`src/rtl/dff_pipe.sv`:
```
// Elastic register chain: DEPTH valid/ready stages of WIDTH bits. Empty stages
// always accept from upstream, and the block reports occupancy and supports flush.
module dff_pipe #(
  parameter int unsigned            WIDTH     = 8,
  parameter int unsigned            DEPTH     = 4,
  parameter logic [WIDTH-1:0]       RESET_VAL = '0,
  localparam int unsigned           CW        = $clog2(DEPTH + 1)
) (
  input  logic             clk,
  input  logic             reset,
  input  logic             flush,
  input  logic             in_valid,
  output logic             in_ready,
  input  logic [WIDTH-1:0] in_data,
  output logic             out_valid,
  input  logic             out_ready,
  output logic [WIDTH-1:0] out_data,
  output logic [CW-1:0]    count
);

  logic [DEPTH-1:0] v;
  logic [WIDTH-1:0] d     [DEPTH];
  logic [DEPTH-1:0] rdy;
  logic [DEPTH-1:0] src_v;
  logic [WIDTH-1:0] src_d [DEPTH];
  logic             in_xfer;
  logic             out_xfer;

  // A stage can load when it is empty or when its own item moves on this edge.
  // The ripple runs from the output side, giving the out_ready -> in_ready path.
  always_comb begin : ready_chain
    logic acc;
    // NOTE: combinational logic uses blocking '=' so acc carries each stage's
    // result into the next loop iteration; clocked state below uses '<=' only.
    acc = out_ready;
    rdy = '0;
    for (int i = DEPTH - 1; i >= 0; i--) begin
      acc    = !v[i] | acc;
      rdy[i] = acc;
    end
  end

  always_comb begin : stage_sources
    src_v[0] = in_valid;
    src_d[0] = in_data;
    for (int i = 1; i < DEPTH; i++) begin
      src_v[i] = v[i-1];
      src_d[i] = d[i-1];
    end
  end

  assign in_ready  = rdy[0] & ~flush;
  assign out_valid = v[DEPTH-1] & ~flush;
  assign out_data  = d[DEPTH-1];
  assign in_xfer   = in_valid & in_ready;
  assign out_xfer  = out_valid & out_ready;

  always_ff @(posedge clk or negedge reset) begin
    if (!reset) begin
      v <= '0;
    end else if (flush) begin
      v <= '0;
    end else begin
      for (int i = 0; i < DEPTH; i++) begin
        if (rdy[i]) v[i] <= src_v[i];
      end
    end
  end

  // NOTE: the data registers are deliberately reset so out_data shows RESET_VAL
  // during reset; they only load when a valid item arrives, and flush leaves them.
  always_ff @(posedge clk or negedge reset) begin
    if (!reset) begin
      for (int i = 0; i < DEPTH; i++) d[i] <= RESET_VAL;
    end else if (!flush) begin
      for (int i = 0; i < DEPTH; i++) begin
        if (rdy[i] && src_v[i]) d[i] <= src_d[i];
      end
    end
  end

  always_ff @(posedge clk or negedge reset) begin
    if (!reset) begin
      count <= '0;
    end else if (flush) begin
      count <= '0;
    end else if (in_xfer && !out_xfer) begin
      count <= count + CW'(1);
    end else if (!in_xfer && out_xfer) begin
      count <= count - CW'(1);
    end
  end

endmodule
```
`config.mk`:
```
export PLATFORM = sky130hd
export DESIGN_NAME = dff_pipe
export DESIGN_NICKNAME = d
export VERILOG_FILES = /design/src/rtl/dff_pipe.sv
export SDC_FILE = /design/constraint.sdc
export NUM_CORES = 1
export LEC_CHECK = 0
export BUFFER_PORTS_ARGS = -buffer_cell sky130_fd_sc_hd__buf_2
export CAP_MARGIN = 20
export CORE_MARGIN = 1
export CORE_UTILIZATION = 60
export CTS_CLUSTER_SIZE = 16
export DETAILED_ROUTE_END_ITERATION = 7
export PLACE_DENSITY = 0.83
export SYNTH_ARGS = -nofsm -noshare
export SYNTH_HDL_FRONTEND = slang
export SYNTH_SLANG_ARGS = --single-unit
```
`constraint.sdc`:
```
create_clock -name clk -period 4 [get_ports clk]
set_input_delay 0.4 -clock clk [delete_from_list [all_inputs] [get_ports clk]]
set_output_delay 0.4 -clock clk [all_outputs]
set_load 0.03 [all_outputs]
```
[Word-level counts from Yosys, hierarchy flattened]
Index checks and enable logic that the tools add are counted.
Operators by class
  reduce and logical (&&, ||, !) cells: 21
  add/subtract/negate cells: 2
  multiplexer cells: 8
  bitwise gates (word level): 9
Operators with widths (number)
  $mux W3: 3
  $reduce_and A2 Y1: 4
  $reduce_bool A2 Y1: 4
  $logic_and A1 B1 Y1: 6
  $logic_not A1 Y1: 6
  $and A1 B1 Y1: 4
  $mux W1: 4
  $mux W4: 1
  $or A1 B1 Y1: 4
  $add A3 B1 Y3 const B: 1
  $reduce_bool A3 Y1: 1
  $sub A3 B1 Y3 const B: 1
  $not A1 Y1: 1
Word-level totals
  bits in registers: 39
  word-level logic and storage cells: 49
  input port bits: 13

[Longest topological paths before layout]
Gate-level depths: netlist of the first run.
  depth after elaboration: 12
  gate-level depth with buffers: 9
  depth with buffers taken out: 7

[Worst setup path after synthesis of the first run]
No wires, ideal clock.
  path type: input-to-reg
  from: in out_ready
  to: reg count[2]
  arrival time: 2.175 ns
  path slack: 1.743 ns
  buffers on the path: 2
  setup time: 0.082 ns
  cell stages on the path: 9
  data required time: 3.918 ns
  cells stage by stage: buf_6 -> and4b_1 -> buf_6 -> a211oi_4 -> a21boi_0 -> fa_1 -> nand2_1 -> a221o_1 -> a31oi_1
On the way
  word-level cells in the longest chain between the ends: 9
  elaborated cells on any way between the ends: 14
Ends and longest elaborated chain
  start, declared: line 16  | input logic out_ready,
  $or A1 B1 Y1 (4 in a row): line 38  | acc = !v[i] | acc;
  $and A1 B1 Y1: line 52  | assign in_ready = rdy[0] & ~flush;
  $and A1 B1 Y1: line 55  | assign in_xfer = in_valid & in_ready;
  $logic_and A1 B1 Y1 / $logic_not A1 Y1 (equally long branches): line 87, 89
  $mux W3 / $logic_and A1 B1 Y1 (equally long branches): line 87, 89
  $mux W3 / $reduce_bool A3 Y1 (equally long branches)
  end signal, assigned: line 88  | count <= count + CW'(1);
  end signal, assigned: line 90  | count <= count - CW'(1);
  end, declared: line 18  | output logic [CW-1:0] count
Parallel ways exist; a longest one is shown, timed or not.
A chain may end at the register's enable or synchronous reset.

[Final worst setup path of the first run]
  from: reg v[3]
  to: reg count[2]
On the way
  word-level cells in the longest chain between the ends: 10
  elaborated cells on any way between the ends: 16
Ends and longest elaborated chain
  start, declared: line 21  | logic [DEPTH-1:0] v;
  start signal, assigned by index: line 65  | if (rdy[i]) v[i] <= src_v[i];
  $logic_not A1 Y1: line 38
  $or A1 B1 Y1 (4 in a row): line 38
  $and A1 B1 Y1: line 52
  $and A1 B1 Y1: line 55
  $logic_and A1 B1 Y1 / $logic_not A1 Y1 (equally long branches): line 87, 89
  $mux W3 / $logic_and A1 B1 Y1 (equally long branches): line 87, 89
  $mux W3 / $reduce_bool A3 Y1 (equally long branches)
Parallel ways exist; a longest one is shown, timed or not.

==> results of run 1 <==
[flip-flops by register name, indices dropped and copies added, names as in the netlist]
register / count
count: 3
d: 24
v: 4
out_data: 8
[logic make-up (layout without fill, tap and decap cells)]
| group | Yosys count | count (layout) | share of synthesized area |
|---|---|---|---|
| flip-flops | 39 | 39 | 0.556 |
| buffers and inverters | 18 | 36 | 0.0691 |
| AO/OA/AOI/OAI | 10 | 10 | 0.0499 |
| AND/OR/NAND/NOR | 23 | 23 | 0.0734 |
| multiplexers | 35 | 35 | 0.241 |
| adder cells (fa/ha/maj) | 1 | 1 | 0.0114 |
[layer usage]
metal | routed length (um) | vias to the layer above
met2 | 1350 | 23
li1 | - | 461
met3 | 120 | 8
met1 | 1190 | 473
met5 | 0 | -
met4 | 66 | 0
[critical path, cell delays in order, from the launching register on]
cell and delay, ns:
dfrtp_1 0.49, and4b_1 0.31, a211oi_4 0.54, a21boi_0 0.28
fa_1 0.26, nand2_1 0.08, a221o_1 0.33, a31oi_1 0.13
[how the worst max path moves through the flow]
stage	from	endpoint	cells after the start
after floorplan	out_ready	count[2]$_DFFE_PN0P_	9
final	v[3]$_DFFE_PN0P_	count[2]$_DFFE_PN0P_	7
after global routing	v[3]$_DFFE_PN0P_	count[2]$_DFFE_PN0P_	7
after global placement	out_ready	count[2]$_DFFE_PN0P_	8
after CTS	v[3]$_DFFE_PN0P_	count[2]$_DFFE_PN0P_	7
after detailed placement	out_ready	count[2]$_DFFE_PN0P_	8
[power breakdown]
| group | internal, mW | switching, mW |
|---|---|---|
| Sequential | 0.497 | 0.0532 |
| Combinational | 0.130 | 0.139 |
| Clock | 0.0814 | 0.121 |
[per-stage QoR]
step | hold slack [ns] | utilization | worst slack [ns]
global placement | 0.483 | 0.658 | 1.57
CTS | 0.160 | 0.678 | 1.51
detailed placement | 0.489 | 0.658 | 1.41
finish | 0.130 | 0.678 | 1.49
global route | 0.194 | 0.678 | 1.36
floorplan | 0.104 | - | 1.74
[synth_stat cells (all sizes together)]
| master | count |
|---|---|
| a211o | 1 |
| a211oi | 1 |
| a21boi | 1 |
| a21oi | 3 |
| a221o | 1 |
| a31oi | 1 |
| and2b | 1 |
| and3 | 1 |
| and4b | 1 |
| buf | 12 |
| clkbuf | 2 |
| dfrtp | 39 |
| fa | 1 |
| inv | 4 |
| mux2 | 34 |
| mux2i | 1 |
| nand2 | 1 |
| nand2b | 1 |
| nand3 | 1 |
| nand3b | 3 |
| nor2 | 10 |
| nor2b | 2 |
| o2111ai | 1 |
| o311a | 1 |
| or3b | 2 |
[cell type report]
class / count / share of cell area
sequential: 39 / 0.522
multi-input combinational: 69 / 0.353
timing repair buffer: 25 / 0.0669
clock buffer: 6 / 0.0274
tap: 31 / 0.0207
inverter: 4 / 0.00803
clock inverter: 1 / 0.00268
==> metrics.txt, run 1 <==
register area share after synthesis 0.556; Leak Pwr between 0.9 and 1 nW; DRT Pass-1 Iters 4; most common cell after layout, fill and taps aside dfrtp_1; Slew Limit Fails 0; cell taking the most area after synthesis dfrtp_1; Site Rows 19; Syn Nets 140; Avg Cell Area, Syn between 10 and 15 sq um; final hold violations 0; Setup TNS 0 ns; post-CTS resize count 0; post-synth top area share 0.556; Clk pin slew, worst setup/hold paths about 0.11 ns; total gr overflow 0; status completed; Reg2Reg Setup Slack about 1.5 ns; vias in the first global route around 1000; DR DRC count 0; Crit Reg-Reg Startpoint v[3]$_DFFE_PN0P_; fill cell count approximately 210; Peak Freq about 400 MHz; Clock Tree Buf Depth 2; initial core utilization 0.637; critical path launch point type flip-flop; final wirelength 2.73 mm; Crit Reg-Reg Endpoint count[2]$_DFFE_PN0P_; routing usage on met2 0.306; GR peak layer met2; slew margin rel. 0.459; drt via density between 5 and 6; layout cells sized above 1 0.472; port buffer count 25; Peak VDD IR about 0.00040 V; fin cells between 150 and 200; largest net degree at the start of global routing 40; dpl hpwl about 1.9 mm; most frequent cells in the layout 39 x dfrtp_1, 26 x mux2_2, 25 x buf_2, 10 x nor2_1, 8 x mux2_4; Reg area 976 sq um; Ant. Diodes 0; Clock Root Buffer clkbuf_4; critical path arrival 2.78 ns; CTS tree done; Mapped Area roughly 1800 sq um; Ys Warns 0; CTS buffer count 5; placed instance count 168; Syn-to-layout area delta 6.48%; critical path type flip-flop to flip-flop; crit-path max FO 10; initial antenna violation count 0; # hold bufs at CTS 0; first-pass GRT wire length around 4.6 mm; Sink Count 39; CTS H-tree depth 2; Tcrit/Tclk final 0.627; post-synth cell types 28; Die W 56.1 um; Worst Setup End Kind flip-flop; via count just under 1k; RSZ-0062 raised after global routing false; Cell Area, Placed about 1800 sq um; area taken by multi-input logic gates ~660 sq um; Fin Clk Skew approximately 0.010 ns; final antenna-violating net count 0; Nets 158; CP Data Required Time 4.28 ns; grt met1 use 0.259; final instance area roughly 1900 sq um; GP Congestion between 0.8 and 0.9; Die ar. around 3100 sq um; IO Pins 26; register bit total from synthesis 39; Tot GR Track Use 0.201; Die Ht approximately 56 um; Synth area leaders dfrtp_1 56%, mux2_2 17%, mux2_4 6.8%; worst slew pin tran 0.811 ns; initial DRC count 15; clock latency on the worst-skew pair around 0.35 ns; postcts setup bufs 0; met3 Resource Use GR 0.0721; power density over the cells 547 nW/um^2; Setup Viol. Count Final 0; Register-to-Register Path Depth 7; Mapped Cells between 100 and 150; HP Class input port to async pin; total core area 2760 sq um; Routed WL per cell ~16 um; Final Power 1.02 mW; MaxCap Viol Count 0; minimum clock period about 2.5 ns
Power figures use the tool's default switching activity.
==> inputs of run 2 (changes only) <==
- CORE_UTILIZATION: 60 -> 50
- PLACE_DENSITY: 0.83 -> 0.74
- clock period: 4 -> 2.14 ns (I/O delays scaled with it)
==> run 2 against run 1 <==
  * Maximum frequency increased by 21%
  * Total power rose by 96%
  * Global-route usage down 2.7 points
  * Sequential share of layout area decreased by 2.7 points
  * Clock-buffer cell count is the same
  * Sequential power is 87% higher
  * Wire length up 0.70%
  * Worst hold slack lost 0.023 ns
  * Flip-flop and latch count unchanged
  * Non-clock buffer count grew 8
  * Utilization down 9.1 points
  * Setup slack worse by 1.4 ns
  * Critical path type unchanged
  * Highest routed layer unchanged
==> metrics.txt, run 2 (synthesized netlist as in run 1, its figures left out) <==
status completed; Die W around 61 um; GR peak layer met2; Fin Hold WS 0.107 ns; CP Data Required Time ~2.4 ns; initial DRC count 20; DR DRC count 0; final hold violations 0; IO Pins 26; critical path arrival around 2.3 ns; critical path type flip-flop to flip-flop; Peak VDD IR a little under 0.0005 V; CTS tree done; crit path buf inv count 0; max reg flops 24; critical path launch point type flip-flop; Max stage delay on crit path approximately 0.39 ns; Worst Setup End Kind flip-flop; initial antenna violation count 0; Sink Count 39; met3 Resource Use GR 0.0504; drt via density between 5 and 6; crit-path max FO 4; HP Class input port to flip-flop; Clock Root Buffer clkbuf_4; first-pass GRT wire length about 4.5 mm; initial core utilization 0.522; Tcrit/Tclk final 0.967; Ant. Diodes 0; final worst slack between 0.07 and 0.08 ns; routing usage on met2 0.267; Peak Freq around 480 MHz; Worst path top cell family by delay compound AO/OA/AOI/OAI gates; GP Congestion approximately 0.7; most common cell after layout, fill and taps aside dfrtp_1; dpl hpwl between 2 and 2.5 mm; power density over the cells roughly 1000 nW/um^2; Setup Viol. Count Final 0; layout cells sized above 1 0.507; total gr overflow 0; CTS buffer count 5; Routed WL per cell approximately 14 um; fin cells around 200; minimum clock period approximately 2.1 ns; final instance area 1970 sq um; final wirelength 2.75 mm; MaxCap Viol Count 0; slew margin rel. 0.448; Setup TNS 0 ns; final antenna-violating net count 0; pre-CTS WS between 0.03 and 0.04 ns; Syn-to-layout area delta 12.4%; via count between 1k and 1.5k; largest net degree at the start of global routing 40; Die Ht 61.3 um; Die ar. ~3800 sq um; Leak Pwr between 0.9 and 1 nW; Slew Limit Fails 0; RSZ-0062 raised after global routing true; crit-path cells and4b_2 -> a211oi_4 -> a21boi_2 -> fa_2 -> a211o_2 -> a221o_1 -> a31oi_1; Cell Area, Placed roughly 1900 sq um; CTS H-tree depth 2; Clk pin slew, worst setup/hold paths 0.10 ns; Clock Tree Buf Depth 2; Fin Clk Skew around 0.0071 ns; most frequent cells in the layout 39 x dfrtp_1, 26 x mux2_2, 25 x buf_2, 10 x nor2_1, 8 x mux2_4; placed instance count roughly 190; CP max stage cell dfrtp_1; Nets roughly 170; clock latency on the worst-skew pair 0.33 ns; worst slew pin tran about 0.83 ns; port buffer count 25; Site Rows 21; Most flops, register d; vias in the first global route ~960; grt met1 use 0.225; fill cell count ~300; total core area approximately 3400 sq um; Tot GR Track Use 0.174; DRT Pass-1 Iters 4
==> run 2: per-stage QoR <==
step | power (mW) | utilization
floorplan | 1.49 | -
global placement | 1.53 | 0.556
detailed placement | 1.57 | 0.556
CTS | 2.02 | 0.580
global route | 2.13 | 0.587
finish | 2.00 | 0.587
==> run 2: per-layer routing <==
| metal | up-vias | share of wire |
|---|---|---|
| met1 | 495 | 0.45 |
| met2 | 32 | 0.48 |
| met4 | 0 | 0.017 |
| li1 | 487 | - |
| met5 | - | 0 |
| met3 | 7 | 0.048 |
==> run 2: worst paths after layout <==
check | start | cells after the start | slack, ns | endpoint
max in group asynchronous | reset | 2 | 1.11 | count[0]$_DFFE_PN0P_
min | in_data[7] | 2 | 0.11 | d[31]$_DFFE_PN0P_
max | v[1]$_DFFE_PN0P_ | 7 | 0.07 | count[2]$_DFFE_PN0P_
max reg2reg | v[1]$_DFFE_PN0P_ | 7 | 0.07 | count[2]$_DFFE_PN0P_
min reg2reg | d[11]$_DFFE_PN0P_ | 1 | 0.51 | d[11]$_DFFE_PN0P_
min in group asynchronous | reset | 2 | 0.51 | out_data[5]$_DFFE_PN0P_
==> run 2: timing repair <==
item | 4_1_cts | 5_1_grt
resized for setup | 0 | 1
setup endpoints to repair | 0 | 1
buffers inserted | 0 | 3
hold buffers | 1 | 0
hold endpoints to repair | 39 | 0
==> run 2: final cells by class <==
class / instances / area (sq um) / share of cell area
Clock inverter: 1 / 30.0 / 0.0152
Clock buffer: 6 / 41.3 / 0.0209
Sequential cell: 39 / 976 / 0.494
Multi-Input combinational cell: 69 / 667 / 0.338
Timing Repair Buffer: 33 / 188 / 0.0951
Inverter: 4 / 15.0 / 0.00760
Tap cell: 46 / 57.6 / 0.0292
==> run 2: power breakdown <==
part | internal [mW] | switching [mW]
Sequential | 0.930 | 0.104
Clock | 0.241 | 0.214
Combinational | 0.251 | 0.261
Total | 1.42 | 0.579
==> inputs of run 3 (changes only) <==
- CTS_CLUSTER_SIZE: 16 -> unset
- PLACE_DENSITY: 0.74 -> unset
- PLACE_DENSITY_LB_ADDON: unset -> 0.25
==> run 3 against run 2 <==
  * Clock skew up 0.0032 ns
  * Clock power up 5.1%
  * Combinational power about the same
  * Critical path depth unchanged
  * Setup slack worse by 0.013 ns
  * First-iteration DRC count up 70%
  * Sequential share of layout area down 0.063 points
  * Register-to-register slack about the same
  * Worst hold slack worse by 0.0021 ns
  * Global-route usage down 0.60 points
  * Cell area up 0.13%
  * Sequential power about the same
  * Highest routed layer unchanged
==> metrics.txt, run 3 (synthesized netlist as in run 1, its figures left out) <==
status completed; largest net degree at the start of global routing 40; Die W approximately 61 um; final antenna-violating net count 0; final hold violations 0; RSZ-0062 raised after global routing true; Leak Pwr ~0.97 nW; IO Pins 26; dpl hpwl 1.98 mm; worst slew pin tran just over 0.8 ns; Worst path top cell family by delay compound AO/OA/AOI/OAI gates; hold_sp in_data[1]; Routed WL per cell roughly 13 um; Die ar. between 3000 and 4000 sq um; Slew Limit Fails 0; port buffer count 25; Peak VDD IR approximately 0.00055 V; crit path buf inv count 0; Clock Root Buffer clkbuf_4; first-pass GRT wire length 4.50 mm; total gr overflow 0; final instance area 1980 sq um; most common cell after layout, fill and taps aside dfrtp_1; Clock Tree Buf Depth 2; crit-path max FO 4; fill cell count approximately 280; clock latency on the worst-skew pair roughly 0.33 ns; via count 997; critical path arrival between 2 and 2.5 ns; Worst Setup End Kind flip-flop; placed instance count roughly 190; vias in the first global route about 960; max reg flops 24; Site Rows 21; Tcrit/Tclk final 0.973; Sink Count 39; GP Congestion 0.751; Clk pin slew, worst setup/hold paths 0.12 ns; drt via density between 5 and 6; Max stage delay on crit path 0.40 ns; critical path type flip-flop to flip-flop; minimum clock period between 2 and 2.5 ns; CTS H-tree depth 2; HP Class input port to flip-flop; Crit Reg-Reg Startpoint v[2]$_DFFE_PN0P_; slew margin rel. 0.457; Crit. Startpoint v[2]$_DFFE_PN0P_; Syn-to-layout area delta 12.5%; initial DRC count 34; critical path launch point type flip-flop; initial core utilization 0.522; DRT Pass-1 Iters 4; most frequent cells in the layout 39 x dfrtp_1, 26 x mux2_2, 25 x buf_2, 10 x nor2_1, 8 x mux2_4; MaxCap Viol Count 0; Most flops, register d; CP max stage cell dfrtp_1; fin cells ~200; Tot GR Track Use 0.168; Final Power 2.02 mW; Peak Freq ~480 MHz; Die Ht around 61 um; layout cells sized above 1 0.513; DR DRC count 0; Fin Clk Skew a little over 0.01 ns; total core area around 3400 sq um; Reg area 976 sq um; final wirelength ~2.7 mm; CTS buffer count 5; initial antenna violation count 0; CTS tree done; CP Data Required Time between 2 and 2.5 ns; Setup Viol. Count Final 0; Nets roughly 170; Ant. Diodes 0; power density over the cells 1020 nW/um^2; area taken by multi-input logic gates between 600 and 700 sq um; Cell Area, Placed between 1500 and 2000 sq um; crit-path cells and4b_2 -> a211oi_4 -> a21boi_2 -> fa_2 -> a211o_2 -> a221o_1 -> a31oi_1
-- run 3: changes by cell type in the layout (fill, tap and decap cells not counted) --
cell | before | now
clkinv_2 | 0 | 1
clkinv_4 | 0 | 1
clkbuf_1 | 1 | 0
buf_4 | 7 | 6
-- run 3: path summary, 6_finish.rpt --
check / endpoint / slack, ns / cells after the start
hold / removal: d[25]$_DFFE_PN0P_ / 0.10 / 2
setup / recovery: count[2]$_DFFE_PN0P_ / 0.06 / 7
min in group asynchronous: v[2]$_DFFE_PN0P_ / 0.52 / 2
max in group asynchronous: d[20]$_DFFE_PN0P_ / 1.11 / 2
setup reg to reg: count[2]$_DFFE_PN0P_ / 0.06 / 7
hold reg to reg: out_data[2]$_DFFE_PN0P_ / 0.51 / 1
-- run 3: worst reg2reg max path, delay by kind of cell, from the launching register on --
family / cells / cell delay [ns]
AO/OA/AOI/OAI: 5 / 0.98
adder cells (fa/ha/maj): 1 / 0.35
flip-flops: 1 / 0.40
AND/OR/NAND/NOR: 1 / 0.28
-- run 3: layout make-up --
| cell class | count | area share |
|---|---|---|
| flip-flops and latches | 39 | 0.494 |
| multi-input cells | 69 | 0.337 |
| repair buffers | 32 | 0.0911 |
| well taps | 46 | 0.0291 |
| clock inverters | 3 | 0.0222 |
| clock buffers | 5 | 0.0190 |
| inverters | 4 | 0.00759 |
-- run 3: stage by stage --
step | setup TNS, ns | util | setup slack, ns | hold slack, ns
finish | 0 | 0.588 | 0.0576 | 0.105
global route | -0.0676 | 0.588 | -0.0676 | 0.0869
CTS | 0 | 0.585 | 0.00385 | 0.0953
detailed placement | 0 | 0.558 | 0.0524 | 0.356
global placement | 0 | 0.558 | 0.131 | 0.349
floorplan | -0.00924 | - | -0.00924 | -0.0816
-- run 3: per-layer routing --
metal  track usage  routed length [um]
met3        0.0378                 106
met1         0.247                1290
met2         0.242                1260
met5             0                   0
met4        0.0617                  19
-- run 3: where the power goes --
part	switching [mW]	total [mW]	internal [mW]
combinational	0.259	0.509	0.250
clock	0.232	0.478	0.246
sequential	0.102	1.03	0.930
total	0.594	2.02	1.43
-- run 3: repair_timing --
action,CTS,global route
resized for setup,0,1
hold buffers,1,0
endpoints found under the setup margin,0,1
endpoints found under the hold margin,39,0
buffers inserted,0,1
